===== src/rtl/keypad_multitap_encoder.sv =====
// Scanned-matrix keypad front end: column scan, frame debounce, multi-tap letter decode,
// letter commit on confirm / key change / timeout, and word submit on control long press.
module keypad_multitap_encoder #(
  parameter int unsigned NUM_ROWS     = 4,
  parameter int unsigned NUM_COLS     = 2,
  parameter int unsigned TAPS_PER_KEY = 4,
  parameter int unsigned SCAN_DIV     = 4,
  parameter int unsigned DEBOUNCE     = 3,
  parameter int unsigned TAP_TIMEOUT  = 64,
  parameter int unsigned LONG_PRESS   = 32
) (
  input  logic                clk,
  input  logic                nRst,
  input  logic [NUM_ROWS-1:0] row,
  output logic [NUM_COLS-1:0] scan_col,
  output logic [7:0]          preview,
  output logic [7:0]          letter_out,
  output logic                letter_valid,
  output logic                word_submit,
  output logic                busy
);

  localparam int unsigned NumKeys = NUM_ROWS * NUM_COLS;
  localparam int unsigned KeyW    = (NumKeys > 1) ? $clog2(NumKeys) : 1;
  localparam int unsigned ColW    = (NUM_COLS > 1) ? $clog2(NUM_COLS) : 1;
  localparam int unsigned DivW    = (SCAN_DIV > 1) ? $clog2(SCAN_DIV) : 1;
  localparam int unsigned TapW    = (TAPS_PER_KEY > 1) ? $clog2(TAPS_PER_KEY) : 1;
  localparam int unsigned DbW     = $clog2(DEBOUNCE + 1);
  localparam int unsigned TmoW    = $clog2(TAP_TIMEOUT + 1);
  localparam int unsigned HoldW   = $clog2(LONG_PRESS + 1);
  localparam logic [KeyW-1:0] CtrlKey = KeyW'(NumKeys - 1);

  typedef enum logic [1:0] {StIdle, StTapping, StHoldCtrl} state_e;

  function automatic int unsigned code_of(input int unsigned k, input int unsigned t);
    return 32'd65 + k * TAPS_PER_KEY + t;
  endfunction

  // Scan and synchroniser state
  logic [DivW-1:0]     div_q, div_d;
  logic [ColW-1:0]     col_q, col_d;
  logic [NUM_ROWS-1:0] row_s1_q, row_s2_q;
  logic [ColW-1:0]     col_s1_q, col_s2_q;
  logic                last_s1_q, last_s2_q;
  logic                slot_last;
  logic [NumKeys-1:0]  acc_q, frame_cur;
  logic                frame_done;

  // Debounce state
  logic [NumKeys-1:0]  cand_q, cand_d;
  logic [DbW-1:0]      stab_q, stab_d;
  logic                held_q, held_d;
  logic                is_none, is_single;
  logic [KeyW-1:0]     key_idx;
  logic                press_evt, release_evt;

  // Letter FSM state
  state_e              state_q, state_d;
  logic [KeyW-1:0]     key_q, key_d;
  logic [TapW-1:0]     tap_q, tap_d, tap_nxt;
  logic [TmoW-1:0]     tmo_q, tmo_d;
  logic [HoldW-1:0]    hold_q, hold_d;
  logic [7:0]          preview_q, preview_d;
  logic [7:0]          letter_q, letter_d;
  logic                valid_q, valid_d;
  logic                submit_q, submit_d;
  logic                is_ctrl, letter_press;

  always_comb begin
    slot_last = (div_q == DivW'(SCAN_DIV - 1));
    div_d     = div_q + 1'b1;
    col_d     = col_q;
    if (slot_last) begin
      div_d = '0;
      col_d = (col_q == ColW'(NUM_COLS - 1)) ? '0 : col_q + 1'b1;
    end
    scan_col        = '0;
    scan_col[col_q] = 1'b1;
  end

  // The column tag and slot-last flag travel through the synchroniser alongside the rows,
  // so each synchronised sample is attributed to the column that was driven when it was taken.
  always_comb begin
    frame_cur = acc_q;
    if (last_s2_q) begin
      for (int r = 0; r < NUM_ROWS; r++) begin
        frame_cur[r * NUM_COLS + int'(col_s2_q)] = row_s2_q[r];
      end
    end
    frame_done = last_s2_q && (col_s2_q == ColW'(NUM_COLS - 1));
    is_none    = (frame_cur == '0);
    is_single  = !is_none && ((frame_cur & (frame_cur - NumKeys'(1))) == '0);
    key_idx    = '0;
    for (int k = 0; k < NumKeys; k++) begin
      if (frame_cur[k]) key_idx = KeyW'(k);
    end
  end

  always_comb begin
    cand_d      = cand_q;
    stab_d      = stab_q;
    held_d      = held_q;
    press_evt   = 1'b0;
    release_evt = 1'b0;
    if (frame_done) begin
      if (!is_none && !is_single) begin
        cand_d = frame_cur;
        stab_d = '0;
      end else begin
        if (frame_cur == cand_q) begin
          stab_d = (stab_q == DbW'(DEBOUNCE)) ? stab_q : stab_q + 1'b1;
        end else begin
          cand_d = frame_cur;
          stab_d = DbW'(1);
        end
        if (stab_d == DbW'(DEBOUNCE)) begin
          if (is_single && !held_q) begin
            press_evt = 1'b1;
            held_d    = 1'b1;
          end else if (is_none && held_q) begin
            release_evt = 1'b1;
            held_d      = 1'b0;
          end
        end
      end
    end
  end

  // Next tap wraps to 0 past the last tap of the key or past 'Z'.
  always_comb begin
    tap_nxt = '0;
    if ((int'(tap_q) + 1 < TAPS_PER_KEY) && (code_of(int'(key_q), int'(tap_q) + 1) <= 32'd90)) begin
      tap_nxt = tap_q + 1'b1;
    end
  end

  always_comb begin
    state_d      = state_q;
    key_d        = key_q;
    tap_d        = tap_q;
    tmo_d        = tmo_q;
    hold_d       = hold_q;
    preview_d    = preview_q;
    letter_d     = letter_q;
    valid_d      = 1'b0;
    submit_d     = 1'b0;
    is_ctrl      = (key_idx == CtrlKey);
    letter_press = press_evt && !is_ctrl && (code_of(int'(key_idx), 0) <= 32'd90);
    unique case (state_q)
      StIdle: begin
        if (press_evt && is_ctrl) begin
          state_d = StHoldCtrl;
          hold_d  = '0;
        end else if (letter_press) begin
          state_d   = StTapping;
          key_d     = key_idx;
          tap_d     = '0;
          tmo_d     = '0;
          preview_d = 8'(code_of(int'(key_idx), 0));
        end
      end
      StTapping: begin
        if (press_evt && is_ctrl) begin
          letter_d  = preview_q;
          valid_d   = 1'b1;
          preview_d = 8'h00;
          state_d   = StHoldCtrl;
          hold_d    = '0;
        end else if (letter_press) begin
          tmo_d = '0;
          if (key_idx == key_q) begin
            tap_d     = tap_nxt;
            preview_d = 8'(code_of(int'(key_q), int'(tap_nxt)));
          end else begin
            letter_d  = preview_q;
            valid_d   = 1'b1;
            key_d     = key_idx;
            tap_d     = '0;
            preview_d = 8'(code_of(int'(key_idx), 0));
          end
        end else if (frame_done) begin
          if (int'(tmo_q) + 1 >= TAP_TIMEOUT) begin
            letter_d  = preview_q;
            valid_d   = 1'b1;
            preview_d = 8'h00;
            state_d   = StIdle;
          end else begin
            tmo_d = tmo_q + 1'b1;
          end
        end
      end
      StHoldCtrl: begin
        if (release_evt) begin
          state_d = StIdle;
        end else if (frame_done && (hold_q != HoldW'(LONG_PRESS))) begin
          hold_d   = hold_q + 1'b1;
          submit_d = (hold_d == HoldW'(LONG_PRESS));
        end
      end
      default: state_d = StIdle;
    endcase
  end

  always_ff @(posedge clk or negedge nRst) begin
    if (!nRst) begin
      div_q     <= '0;
      col_q     <= '0;
      row_s1_q  <= '0;
      row_s2_q  <= '0;
      col_s1_q  <= '0;
      col_s2_q  <= '0;
      last_s1_q <= 1'b0;
      last_s2_q <= 1'b0;
      acc_q     <= '0;
      cand_q    <= '0;
      stab_q    <= '0;
      held_q    <= 1'b0;
      state_q   <= StIdle;
      key_q     <= '0;
      tap_q     <= '0;
      tmo_q     <= '0;
      hold_q    <= '0;
      preview_q <= 8'h00;
      letter_q  <= 8'h00;
      valid_q   <= 1'b0;
      submit_q  <= 1'b0;
    end else begin
      div_q     <= div_d;
      col_q     <= col_d;
      row_s1_q  <= row;
      row_s2_q  <= row_s1_q;
      col_s1_q  <= col_q;
      col_s2_q  <= col_s1_q;
      last_s1_q <= slot_last;
      last_s2_q <= last_s1_q;
      acc_q     <= frame_cur;
      cand_q    <= cand_d;
      stab_q    <= stab_d;
      held_q    <= held_d;
      state_q   <= state_d;
      key_q     <= key_d;
      tap_q     <= tap_d;
      tmo_q     <= tmo_d;
      hold_q    <= hold_d;
      preview_q <= preview_d;
      letter_q  <= letter_d;
      valid_q   <= valid_d;
      submit_q  <= submit_d;
    end
  end

  assign preview      = preview_q;
  assign letter_out   = letter_q;
  assign letter_valid = valid_q;
  assign word_submit  = submit_q;
  assign busy         = (state_q == StTapping);

endmodule

===== config.mk =====
export PLATFORM = sky130hd
export DESIGN_NAME = keypad_multitap_encoder
export DESIGN_NICKNAME = d
export VERILOG_FILES = /design/src/rtl/keypad_multitap_encoder.sv
export SDC_FILE = /design/constraint.sdc
export NUM_CORES = 1
export LEC_CHECK = 0
export ABC_AREA = 1
export BUFFER_PORTS_ARGS = -buffer_cell sky130_fd_sc_hd__buf_2
export CORE_AREA = 2 2 89 91
export CTS_BUF_LIST = sky130_fd_sc_hd__clkbuf_4 sky130_fd_sc_hd__clkbuf_8
export DETAILED_ROUTE_END_ITERATION = 8
export DIE_AREA = 0 0 91 93
export GPL_ROUTABILITY_DRIVEN = 0
export PLACE_DENSITY = 0.67
export SETUP_SLACK_MARGIN = 0.02
export SLEW_MARGIN = 20
export SYNTH_ARGS = -nofsm -noshare
export SYNTH_HDL_FRONTEND = slang
export SYNTH_SLANG_ARGS = --single-unit

===== constraint.sdc =====
create_clock -name clk -period 2.4 [get_ports clk]
set_input_delay 0 -clock clk [delete_from_list [all_inputs] [get_ports clk]]
set_output_delay 0 -clock clk [all_outputs]
set_load 0.03 [all_outputs]

# After elaboration in Yosys (flattened, before gate mapping)
# Index checks and enable logic that the tools add are counted.
totals:
  regBits: 72
  output_inout_bits: 21
op_classes:
  magnitude_cmp: 14
  addsub: 17
  muxes: 96
  n_eq_ne: 29
  n_reduce_logical: 37
  bitwise_logic: 2
ops:
  columns: ["op", "count"]
  rows:
  - ["8-bit 2-to-1 mux", 15]
  - ["32-bit by 7-bit <= comparator with 1-bit output (second input constant)", 2]
  - ["7-bit 2-to-1 mux", 6]
  - ["2-bit 2-to-1 mux", 20]
  - ["32-bit by 3-bit adder with 32-bit output", 1]
  - ["8-bit bitwise mux", 4]
  - ["3-bit 2-to-1 mux", 10]
  - ["1-bit 2-to-1 mux", 27]
  - ["6-bit 2-to-1 mux", 3]
  - ["7-bit by 5-bit adder with 8-bit output (first input constant)", 2]
  - ["8-bit logical NOT", 2]
  - ["2-bit != test (second input constant)", 8]
  - ["8-bit one-hot mux with 2 select lines", 1]
  - ["1-bit logical AND", 15]
  - ["5-bit AND reduction", 3]
  - ["7-bit one-hot mux with 2 select lines", 1]
  - ["6-bit one-hot mux with 2 select lines", 1]
  - ["4-bit AND reduction", 3]
  - ["6-bit AND reduction", 2]
  - ["1-bit demux with 3-bit select", 3]
  - ["3-bit by 1-bit != test with 1-bit output (second input constant)", 3]
  - ["3-bit != test (second input constant)", 3]
  - ["3-bit by 1-bit adder with 4-bit output (first input constant)", 2]
  - ["7-bit by 1-bit adder with 8-bit output (second input constant)", 1]
  - ["39 further kinds", 57]

# Longest topological paths before layout
# Gate-level depths: netlist of run 1.
depth:
  depth_word: 26
  depth_mapped: 18

# Least setup slack after synthesis of run 1
# Ideal clock, no wire load.
synth_path:
  path_type: "reg-to-reg"
  start: "register key_q[0]"
  end: "register preview_q[4] (netlist: preview[4])"
  slack_ns: 0.284
  period_less_slack_ns: 2.116
  n_path_buf: 0
  arrival_time_ns: 1.998
  setup_ns: 0.118
  required_ns: 2.282
  stages_incl_launch_ff: 14
  cell_sequence: "dfrtp_1 > ha_1 > nor3_1 > xnor2_1 > o21bai_1 > nor2_1 > ha_1 > nand3_1 > xor2_1 > nand4_1 > nand2_1 > nor2_1 > nor2_1 > nor2_1"
synth_between:
  elab_chain_cells: 10
synth_lines:
  columns: ["element", "line", "rtl"]
  rows:
  - ["start: declaration", "59", "logic [KeyW-1:0] key_q, key_d;"]
  - ["start signal: assignment", "241", "key_q <= key_d;"]
  - ["7-bit by 5-bit adder with 8-bit output", "36", "return 32'd65 + k * TAPS_PER_KEY + t;"]
  - ["32-bit by 3-bit adder with 32-bit output", "36", null]
  - ["32-bit by 7-bit <= comparator with 1-bit output", "132", "if ((int'(tap_q) + 1 < TAPS_PER_KEY) && (code_of(int'(key_q), int'(tap_q) + 1) <= 32'd90)) begin"]
  - ["1-bit logical AND", "132", null]
  - ["2-bit 2-to-1 mux", "132", null]
  - ["8-bit by 2-bit adder with 8-bit output", "36", null]
  - ["8-bit 2-to-1 mux (*)", "171", "if (key_idx == key_q) begin"]
  - ["8-bit 2-to-1 mux (*)", "169", "end else if (letter_press) begin"]
  - ["8-bit 2-to-1 mux (*)", "163", "if (press_evt && is_ctrl) begin"]
  - ["8-bit one-hot mux with 2 select lines (*)", "149", "unique case (state_q)"]
  - ["end signal: assignment", "245", "preview_q <= preview_d;"]
  - ["end: declaration", "63", "logic [7:0] preview_q, preview_d;"]
# Mark *: on every way between the ends. The rest lies on a longest branch, timed or not.
# A chain may end at the register's enable or synchronous reset.

# Worst setup path after layout of run 1
layout_path:
  start: "register col_s2_q"
  end: "register tmo_q[3]"
layout_between:
  elab_chain_cells: 23
layout_lines:
  columns: ["element", "line", "rtl"]
  rows:
  - ["start: declaration", "43", "logic [ColW-1:0] col_s1_q, col_s2_q;"]
  - ["start signal: assignment", "233", "col_s2_q <= col_s1_q;"]
  - ["2-bit by 1-bit adder with 3-bit output", "87", "frame_cur[r * NUM_COLS + int'(col_s2_q)] = row_s2_q[r];"]
  - ["3-bit by 4-bit < comparator with 1-bit output (implied by the code) / 3-bit by 1-bit greater-or-equal comparator with 1-bit output (equally long branches)", "87", null]
  - ["1-bit logical AND (implied by the code)", "87", null]
  - ["1-bit 2-to-1 mux (implied by the code)", "87", null]
  - ["1-bit demux with 3-bit select", "87", null]
  - ["8-bit bitwise mux (2 in series)", "87", null]
  - ["8-bit bitwise mux (*)", "87", null]
  - ["8-bit 2-to-1 mux (*)", "85", "if (last_s2_q) begin"]
  - ["net frame_cur[6]", "46", "logic [NumKeys-1:0] acc_q, frame_cur;"]
  - ["parallel branches: the longest is 14 deep, another holds 32-bit by 7-bit <= comparator with 1-bit output", null, null]
  - ["end signal: assignment", "243", "tmo_q <= tmo_d;"]
  - ["end: declaration", "61", "logic [TmoW-1:0] tmo_q, tmo_d;"]
# Mark *: on every way through the listed nets, which the timed path passes. The select of a mux whose other input is x is not followed.

==> metrics, run 1 <==
Power Dens Cells=~540 mW/mm^2; Die X-Extent=91 microns; routed vias=approximately 3100; Avg Inst Size Synth=~8.4 sq um; Clock Latency Late Sink=around 0.35 ns; Final Skew=0.0179 ns; final antenna-violating net count=0; fin util=61.0%; CP endpoint kind=flip-flop; r2r worst-path depth=16; fin. max-slew vios=0; compound-gate portion of the synthesized area=7.48%; Area contributors post-synth=dfrtp_1 (47%), nand2_1 (12%), nand3_1 (5.7%); Ant. Diodes=0; Critical R2R Capture=tmo_q[3]; top cell type's share of synthesized area=between 40% and 50%; Tcrit/Tclk final=96.2%; Die ar.=0.00846 sq mm; setup slack, reg-to-reg=between 0.09 and 0.1 ns; Yosys cell types=37; clock slew at reported path FFs=around 0.080 ns; Clock Sinks=70; status=finished, final reports clean; pin count of the biggest net entering global routing=between 70 and 80; Post-Synthesis Cells=~440; grt total ovfl=0; detail-routed via count per cell=approximately 5.1; Syn Std Cell Area=around 0.0037 sq mm; Placeable Area=about 0.0075 sq mm; Num CTS Buffers=9; Peak supply drop=around 0.40 mV; Final nets=about 520; Die Ht=slightly above 90 microns; Post-synth top cells=nand2_1 (116), dfrtp_1 (70), inv_1 (50); sequential area share after synthesis=around 47%; antenna violations before repair=0; setup violators final=0; main combinational cell family by area after synthesis=simple AND/OR/NAND/NOR gates; Max Root-Sink Buffers=2; top cell type by total area after synthesis=dfrtp_1; register bit total from synthesis=70; most frequent cell after synthesis=nand2_1; CP arrival=between 2 and 3 ns; H-tree levels=3; r2r startpoint=col_s2_q; dpl hpwl=roughly 5400 microns; post-synthesis mux area share=0%; hold path endpoint=row_s1_q[3]; worst hold path depth=2; hold_sp=row[3]; vias in the first global route=2971; Main synth FF type=dfrtp_1; WS Path Type=reg -> reg; P&R area growth vs syn=24.3%; Yosys warnings=0; max-cap viol count=0; gr usage total=between 10% and 20%; Setup TNS Final=0 ns; HP Class=in -> reg; router iterations before antenna repair=4; Avg WL per Cell=approximately 13 microns; final hold slack=0.287 ns; WP data required=around 2.7 ns; ratio of cells with drive above 1 in the final layout=30.0%; # port buffers=24; EDFF count, synth=0; DR iter-0 viols=166; row count=32; simple-gate portion of the synthesized area=31.9%; Final Hold Viols=0; final WL=slightly above 8000 microns; ys async rst share=100%; XOR/XNOR Fraction of Synth Area=roughly 2.8%; I/O pins=27; Static Leak=roughly 2.3 nW; Least-Margin Pin Slew=just under 0.9 ns; Max Clock Freq=about 430 MHz; headroom to the max-slew limit=42.0%; CP startpoint kind=flip-flop; clk root buf=clkbuf_8; RSZ-0062 raised after global routing=yes; initial core utilization=about half; TritonCTS clock tree=yes; drt drc=0; fin crit period=about 2.3 ns; CP Max Fanout=6; Synth Area in Adders=3.05%; first-pass GRT wire length=between 10000 and 15000 microns
==> placed cells by master (no fill, tap or decap), drive strengths merged <==
cell	Yosys	routed
nor4	1	1
conb	1	2
bufinv	0	2
o21bai	3	3
a31oi	1	1
xnor2	3	3
dlygate4sd3	0	5
o22ai	1	1
a21oi	8	8
dfrtp	70	70
nand3	47	48
nor3b	2	2
inv	54	55
nor2	40	40
clkinv	2	3
a22oi	1	1
nand3b	6	6
o211ai	1	1
or2	3	3
o311ai	1	1
ha	9	9
nand4	6	6
nand2	133	134
xor2	9	9
clkbuf	0	11
o21ai	31	31
buf	7	48
clkinvlp	0	1
nor3	2	2
==> logic make-up after synthesis <==
logic type | after synthesis
simple gates | 240
flops | 70
buf+inv | 63
compound gates | 47
xor+xnor | 12
fa+ha+maj | 9
other cells | 1
==> layout make-up <==
type	instances	area [sq um]
fillers	691	2930
multi-input cells	312	1900
flip-flops and latches	70	1750
repair buffers	53	367
inverters	56	215
clock buffers	11	151
well taps	102	128
clock inverters	5	81.3
==> worst max-delay path by stage <==
| stage | from | to | slack (ns) | cells past startpoint |
|---|---|---|---|---|
| CTS | tap_q[1] | preview[4] | 0.02 | 13 |
| global placement | last_s2_q | letter_out[2] | -0.006 | 16 |
| detailed placement | last_s2_q | letter_out[4] | -0.05 | 16 |
| finish | col_s2_q | tmo_q[3] | 0.09 | 16 |
| floorplan | key_q[0] | preview[4] | 0.28 | 13 |
| global route | last_s2_q | preview[3] | -0.08 | 15 |
==> routing by layer <==
layer  wire length, microns  track usage [%]  vias up
li1                       -                -     1536
met1                   3790             26.4     1491
met2                   3950             32.0       45
met3                    244             4.03       11
met4                    100             6.31        0
met5                      0                0        -
==> worst max-delay path: stages (launching register included) <==
cell	delay, ns
dfrtp_2	0.47
inv_4	0.11
nand2_4	0.09
nand2_4	0.07
nand2_2	0.09
buf_4	0.16
nor2_4	0.17
nand2_4	0.09
nor2_4	0.10
nor2_2	0.05
inv_2	0.06
nor2_4	0.05
nand3_4	0.08
nand2_2	0.07
buf_4	0.14
or2_2	0.28
o21ai_2	0.14
==> per-stage QoR <==
step	power, mW	worst slack, ns	area, sq um	instances
after floorplan	1.30	0.284	3700	443
after global placement	1.35	-0.00632	4000	575
after detailed placement	1.35	-0.0501	4000	575
after CTS	2.46	0.0226	4290	596
after global routing	2.54	-0.0839	4590	609
final	2.46	0.0914	4590	609
==> sequential cells by signal, summed over array words and instances, names as in the netlist <==
signal,flops
tmo_q,7
state_q,2
cand_q,8
acc_q,8
stab_q,2
row_s1_q,4
last_s2_q,1
letter_valid,1
preview,7
row_s2_q,4
col_s1_q,1
word_submit,1
last_s1_q,1
col_q,1
letter_out,7
key_q,3
held_q,1
div_q,2
tap_q,2
col_s2_q,1
hold_q,6
==> timing repair <==
item / in CTS / in global routing
pin swaps: 0 / 24
endpoints found under the setup margin: 11 / 34
hold buffers: 5 / 0
hold endpoints to repair: 74 / 0
cloned: 0 / 2
setup buffers: 0 / 11
gates resized for setup: 3 / 60
==> where the power goes <==
part	internal, mW	switching (mW)
Combinational	0.0462	0.0929
Clock	0.642	0.470
Sequential	1.20	0.0125
Total	1.89	0.576
Note: power is estimated with default switching activity, not from simulation.
==> inputs of run 2 (changes only) <==
--- a/config.mk
+++ b/config.mk
@@ -12,7 +12,8 @@
 export DETAILED_ROUTE_END_ITERATION = 8
 export DIE_AREA = 0 0 91 93
 export GPL_ROUTABILITY_DRIVEN = 0
-export PLACE_DENSITY = 0.67
+export MAX_ROUTING_LAYER = met4
+export PLACE_DENSITY_LB_ADDON = 0.1
 export SETUP_SLACK_MARGIN = 0.02
 export SLEW_MARGIN = 20
 export SYNTH_ARGS = -nofsm -noshare
==> run 2 against run 1 <==
Global-route usage shrank 0.28 points. Clock-buffer cell count shrank 2. Non-clock buffer count grew 5. Final area grew 1.4%. Flip-flop and latch count is the same. Highest routed layer unchanged. Largest cell class unchanged. Sequential power is essentially flat. Worst setup slack gained 0.035 ns. Critical path type unchanged.
==> metrics, run 2 (synthesis gave the netlist of run 1 again) <==
status=finished, final reports clean; most frequent cells in the layout=nand2_1 (107), dfrtp_1 (68), inv_1 (48); CP bufs+invs=2 (-2); switching pwr=0.613 mW (+6.4%); Crit path depth=14 (-2); Setup TNS Final=0 ns (unchanged); Least-Margin Pin Slew=0.635 ns (-0.235 ns); final hold slack=0.183 ns (-0.104 ns); fin. max-slew vios=0 (unchanged); Pint=1.85 mW (-2.2%); grt total ovfl=0 (unchanged); Die Ht=93 microns (unchanged); HP Class=in -> async; Ant. Diodes=0 (unchanged); router iterations before antenna repair=4 (unchanged); Static Leak=2.31 nW (+1.5%); final WL=7810 microns (-3.4%); row count=32 (unchanged); Clock Sinks=70 (unchanged); CP arrival=2.57 ns (about the same); I/O pins=27 (unchanged); setup violators final=0 (unchanged); P&R area growth vs syn=26.1%; top flop regs=acc_q x8, cand_q x8; dpl hpwl=5340 microns (-0.73%); Clock power frac=44.9% (-0.3 points); Final Hold Viols=0 (unchanged); vias in the first global route=2817 (-5.2%); worst slack, placed=0.00301 ns (+0.0531 ns); antenna violations before repair=0 (unchanged); routed vias=2969 (-3.7%); Max Clock Freq=440 MHz (+1.5%); final antenna-violating net count=0 (unchanged); detail-routed via count per cell=4.84 (-4.3%); DR iter-0 viols=136 (-18%); Final Skew=0.0110 ns (-0.00684 ns); Max stage delay on crit path=0.46 ns (about the same); initial core utilization=49.1% (unchanged); Clock Latency Late Sink=0.36 ns (about the same); GR Layer Usage met3=3.63% (-0.40 points); Peak supply drop=0.268 mV (-33%); Critical Path, Cell by Cell=inv_4 > nand2_8 > nand2_4 > nand2_4 > buf_6 > nand2_2 > nand2_1 > nor2_2 > nand3_2 > nor2_8 > nand2_2 > nor4_4 > nand3_1 > nand2_1; Power Dens Cells=528 mW/mm^2 (-1.6%); clk root buf=clkbuf_8; CP max-delay cell=dfrtp_2; headroom to the max-slew limit=57.6% (+16 points); CP startpoint kind=flip-flop; clock slew at reported path FFs=0.09 ns (about the same); Final nets=521 (+0.77%); Max Root-Sink Buffers=2 (unchanged); placed cell count=576 (+0.17%); max-cap viol count=0 (unchanged); commonest non-fill, non-tap cell in the layout=nand2_1; CP endpoint kind=flip-flop; Die ar.=0.00846 sq mm (unchanged); finished layout cell area=0.00466 sq mm (+1.4%); busiest grt layer=met2; WP data required=2.70 ns (+0.03 ns); WS Path Type=reg -> reg; drt drc=0 (unchanged); sequential power share=49.3% (about the same); Tcrit/Tclk final=94.7% (-1.5 points); TritonCTS clock tree=yes; CP Max Fanout=8 (+2); routing usage on met1=25.5% (-0.94 points); r2r worst-path depth=14 (-2); met2 usage=29.7% (-2.3 points); Avg WL per Cell=12.7 microns (-4.0%); Post-Place Cell Area=0.00402 sq mm (+0.50%); ratio of cells with drive above 1 in the final layout=29.9% (-0.039 points); Top delay family on crit path=simple AND/OR/NAND/NOR gates; gr usage total=19.3% (-0.28 points); sw frac=24.9% (+1.5 points); Combinational Power Share=5.9% (+0.3 points); fin crit period=2.27 ns (-0.0351 ns); H-tree levels=3 (unchanged); first-pass GRT wire length=12700 microns (-5.0%); Die X-Extent=91 microns (unchanged); Placeable Area=0.00753 sq mm (unchanged); pin count of the biggest net entering global routing=45 (-37%); # port buffers=24 (unchanged); Num CTS Buffers=9 (unchanged); Cell Count, Final, Fillers Out=613 (+0.66%); Final Worst Setup Slack=0.127 ns (+0.0351 ns)
==> run 2: layout make-up <==
class                           instances  area (sq um)
Timing Repair Buffer                   58           437
Clock inverter                          7           103
Tap cell                              102           128
Multi-Input combinational cell        311          1900
Clock buffer                            9           124
Sequential cell                        70          1750
Fill cell                             666          2870
Inverter                               56           215
==> run 2: power by group through the flow <==
| stage | sequential (mW) | clock, mW | combinational, mW |
|---|---|---|---|
| 2_1_floorplan | 1.23 | 0 | 0.0731 |
| 3_3_place_gp | 1.23 | 0 | 0.118 |
| 3_5_place_dp | 1.23 | 0 | 0.120 |
| 4_1_cts | 1.21 | 1.13 | 0.127 |
| 5_1_grt | 1.21 | 1.18 | 0.164 |
| 6_report | 1.21 | 1.10 | 0.144 |
==> run 2: timing repair <==
item,in CTS,in global routing
endpoints found under the hold margin,30,0
endpoints found under the setup margin,10,34
pin swaps,0,31
hold buffers,5,0
cloned,0,1
setup buffers,0,15
resized for setup,2,65
==> run 2: final timing paths <==
kind                        startpoint          end  slack, ns
max                           col_s2_q   preview[2]       0.13
min                               nRst    cand_q[3]       0.18
max reg2reg                   col_s2_q   preview[2]       0.13
min reg2reg                row_s1_q[1]  row_s2_q[1]       0.35
max in group asynchronous         nRst     col_s2_q       1.56
min in group clk                row[2]  row_s1_q[2]       0.27
==> run 2: metal layers <==
layer / up-vias / share of wire (%)
met4: 0 / 1.6
li1: 1533 / -
met2: 36 / 47
met3: 10 / 2.9
met5: - / 0
met1: 1390 / 48
==> run 2: per-stage QoR <==
stage	power [mW]	utilization [%]
after CTS	2.47	57.2
final	2.46	61.9
after global placement	1.35	53.4
after floorplan	1.30	-
after global routing	2.56	61.9
after detailed placement	1.35	53.4
==> inputs of run 3 (changes only) <==
--- a/config.mk
+++ b/config.mk
@@ -7,10 +7,10 @@
 export LEC_CHECK = 0
 export ABC_AREA = 1
 export BUFFER_PORTS_ARGS = -buffer_cell sky130_fd_sc_hd__buf_2
-export CORE_AREA = 2 2 89 91
+export CORE_AREA = 2 2 94 87
 export CTS_BUF_LIST = sky130_fd_sc_hd__clkbuf_4 sky130_fd_sc_hd__clkbuf_8
 export DETAILED_ROUTE_END_ITERATION = 8
-export DIE_AREA = 0 0 91 93
+export DIE_AREA = 0 0 96 89
 export GPL_ROUTABILITY_DRIVEN = 0
 export MAX_ROUTING_LAYER = met4
 export PLACE_DENSITY_LB_ADDON = 0.1
==> run 3 against run 2 <==
Final area is 2.6% lower. Clock skew hardly changed. Highest routed layer unchanged. Critical endpoint is now tmo_q[3]. Sequential share of layout area is 1.0 points higher. Worst hold slack better by 0.021 ns.
==> metrics, run 3 (synthesis gave the netlist of run 1 again) <==
# port buffers=24 (unchanged); Clock Sinks=70 (unchanged); Peak supply drop=0.402 mV (+50%); RSZ-0062 raised after global routing=yes; clk root buf=clkbuf_8; dpl hpwl=5510 microns (+3.2%); TritonCTS clock tree=yes; final WL=7740 microns (-0.83%); HP Class=in -> async; P&R area growth vs syn=22.8%; fin. max-slew vios=0 (unchanged); Final Skew=0.0110 ns (-0.0000579 ns); Power Dens Cells=489 mW/mm^2 (-7.3%); fin crit period=2.26 ns (-0.0106 ns); clock slew at reported path FFs=0.08 ns (about the same); first-pass GRT wire length=12600 microns (-1.1%); WS Path Type=reg -> reg; final hold slack=0.204 ns (+0.0215 ns); vias in the first global route=2700 (-4.2%); Tcrit/Tclk final=94.3% (-0.44 points); Least-Margin Pin Slew=0.685 ns (+0.0493 ns); max-cap viol count=0 (unchanged); Static Leak=2.25 nW (-2.7%); detail-routed via count per cell=4.92 (+1.6%); CP endpoint kind=flip-flop; Die ar.=0.00854 sq mm (+0.96%); Final Hold Viols=0 (unchanged); CP Max Fanout=6 (-2); grt total ovfl=0 (unchanged); total power=2.22 mW (-9.7%); status=finished, final reports clean; drt drc=0 (unchanged); Avg WL per Cell=12.8 microns (+0.81%); I/O pins=27 (unchanged); most frequent cells in the layout=nand2_1 (110), dfrtp_1 (67), inv_1 (48); antenna violations before repair=0 (unchanged); Critical R2R Capture=tmo_q[3]; Placeable Area=0.00747 sq mm (-0.76%); pin count of the biggest net entering global routing=44 (-2.2%); commonest non-fill, non-tap cell in the layout=nand2_1; ratio of cells with drive above 1 in the final layout=27.4% (-2.5 points); final antenna-violating net count=0 (unchanged); routed vias=2968 (-0.034%); router iterations before antenna repair=4 (unchanged); Max Root-Sink Buffers=2 (unchanged); setup slack, reg-to-reg=0.14 ns (about the same); CP arrival=2.54 ns (-0.03 ns); top flop regs=acc_q x8, cand_q x8; Final nets=517 (-0.77%); r2r worst-path depth=16 (+2); WP data required=2.67 ns (-0.03 ns); CP startpoint kind=flip-flop; Clock Latency Late Sink=0.35 ns (about the same); row count=30 (-6.3%); DR iter-0 viols=143 (+5.1%); gr usage total=19.9% (+0.62 points); initial core utilization=49.5% (+0.38 points); r2r startpoint=col_s2_q; Ant. Diodes=0 (unchanged); setup violators final=0 (unchanged); Setup TNS Final=0 ns (unchanged); Die Ht=89 microns (-4.3%); Max Clock Freq=442 MHz (+0.47%); Num CTS Buffers=9 (unchanged); H-tree levels=3 (unchanged); Die X-Extent=96 microns (+5.5%); headroom to the max-slew limit=54.1% (-3.5 points)
[run 3: what timing repair did]
action	CTS	global route
buffers inserted	0	8
hold buffers	5	0
gates cloned	0	2
setup endpoints to repair	7	35
pin swaps	0	23
endpoints found under the hold margin	31	0
resized for setup	3	51
[run 3: worst max-delay path by stage]
| stage | depth (start not counted) | endpoint | slack (ns) | start |
|---|---|---|---|---|
| 4_1_cts | 17 | tmo_q[5] | 0.03 | col_s2_q |
| 3_5_place_dp | 17 | letter_out[2] | -0.04 | last_s2_q |
| 3_3_place_gp | 16 | letter_out[2] | -0.03 | last_s2_q |
| 5_1_grt | 16 | state_q[1] | -0.02 | last_s2_q |
| 2_1_floorplan | 13 | preview[4] | 0.28 | key_q[0] |
| 6_report | 16 | tmo_q[3] | 0.14 | col_s2_q |
[run 3: area by class of cell]
cell class / instances / area, sq um
Fill cell: 664 / 2930
Timing Repair Buffer: 53 / 379
Multi-Input combinational cell: 312 / 1890
Inverter: 56 / 215
Sequential cell: 70 / 1760
Clock buffer: 10 / 138
Tap cell: 96 / 120
Clock inverter: 6 / 43.8
[run 3: critical path, cell delays in order, from the launching register on]
cell     delay (ns)
dfrtp_2        0.46
inv_4          0.10
nand2_4        0.08
nand2_2        0.10
nand2_4        0.07
buf_4          0.14
nor2_4         0.15
nand2_4        0.08
nor2_2         0.14
nor2_2         0.06
inv_2          0.06
nor2_4         0.05
nand3_4        0.08
nand2_2        0.07
buf_4          0.14
or2_2          0.27
o21ai_2        0.12
[run 3: routing by layer]
layer  routed length (microns)  up-vias  GRT usage [%]
li1                          -     1540              -
met1                      3870     1374           27.9
met2                      3470       48           28.3
met3                       324        6           5.31
met4                        82        0           6.23
met5                         0        -              -
[run 3: through the flow]
step	utilization, %	area [sq um]	std cells	setup WS (ns)
2_1_floorplan	-	3700	443	0.284
3_3_place_gp	53.9	4030	572	-0.0347
3_5_place_dp	53.9	4030	572	-0.0437
4_1_cts	57.2	4270	593	0.0311
5_1_grt	60.8	4540	603	-0.0229
6_report	60.8	4540	603	0.137
[run 3: power by group]
part / total (mW) / switching [mW] / leakage (nW) / internal (mW)
registers: 1.21 / 0.0123 / 0.907 / 1.20
clock network: 0.871 / 0.463 / 0.0930 / 0.408
logic: 0.138 / 0.0930 / 1.25 / 0.0452
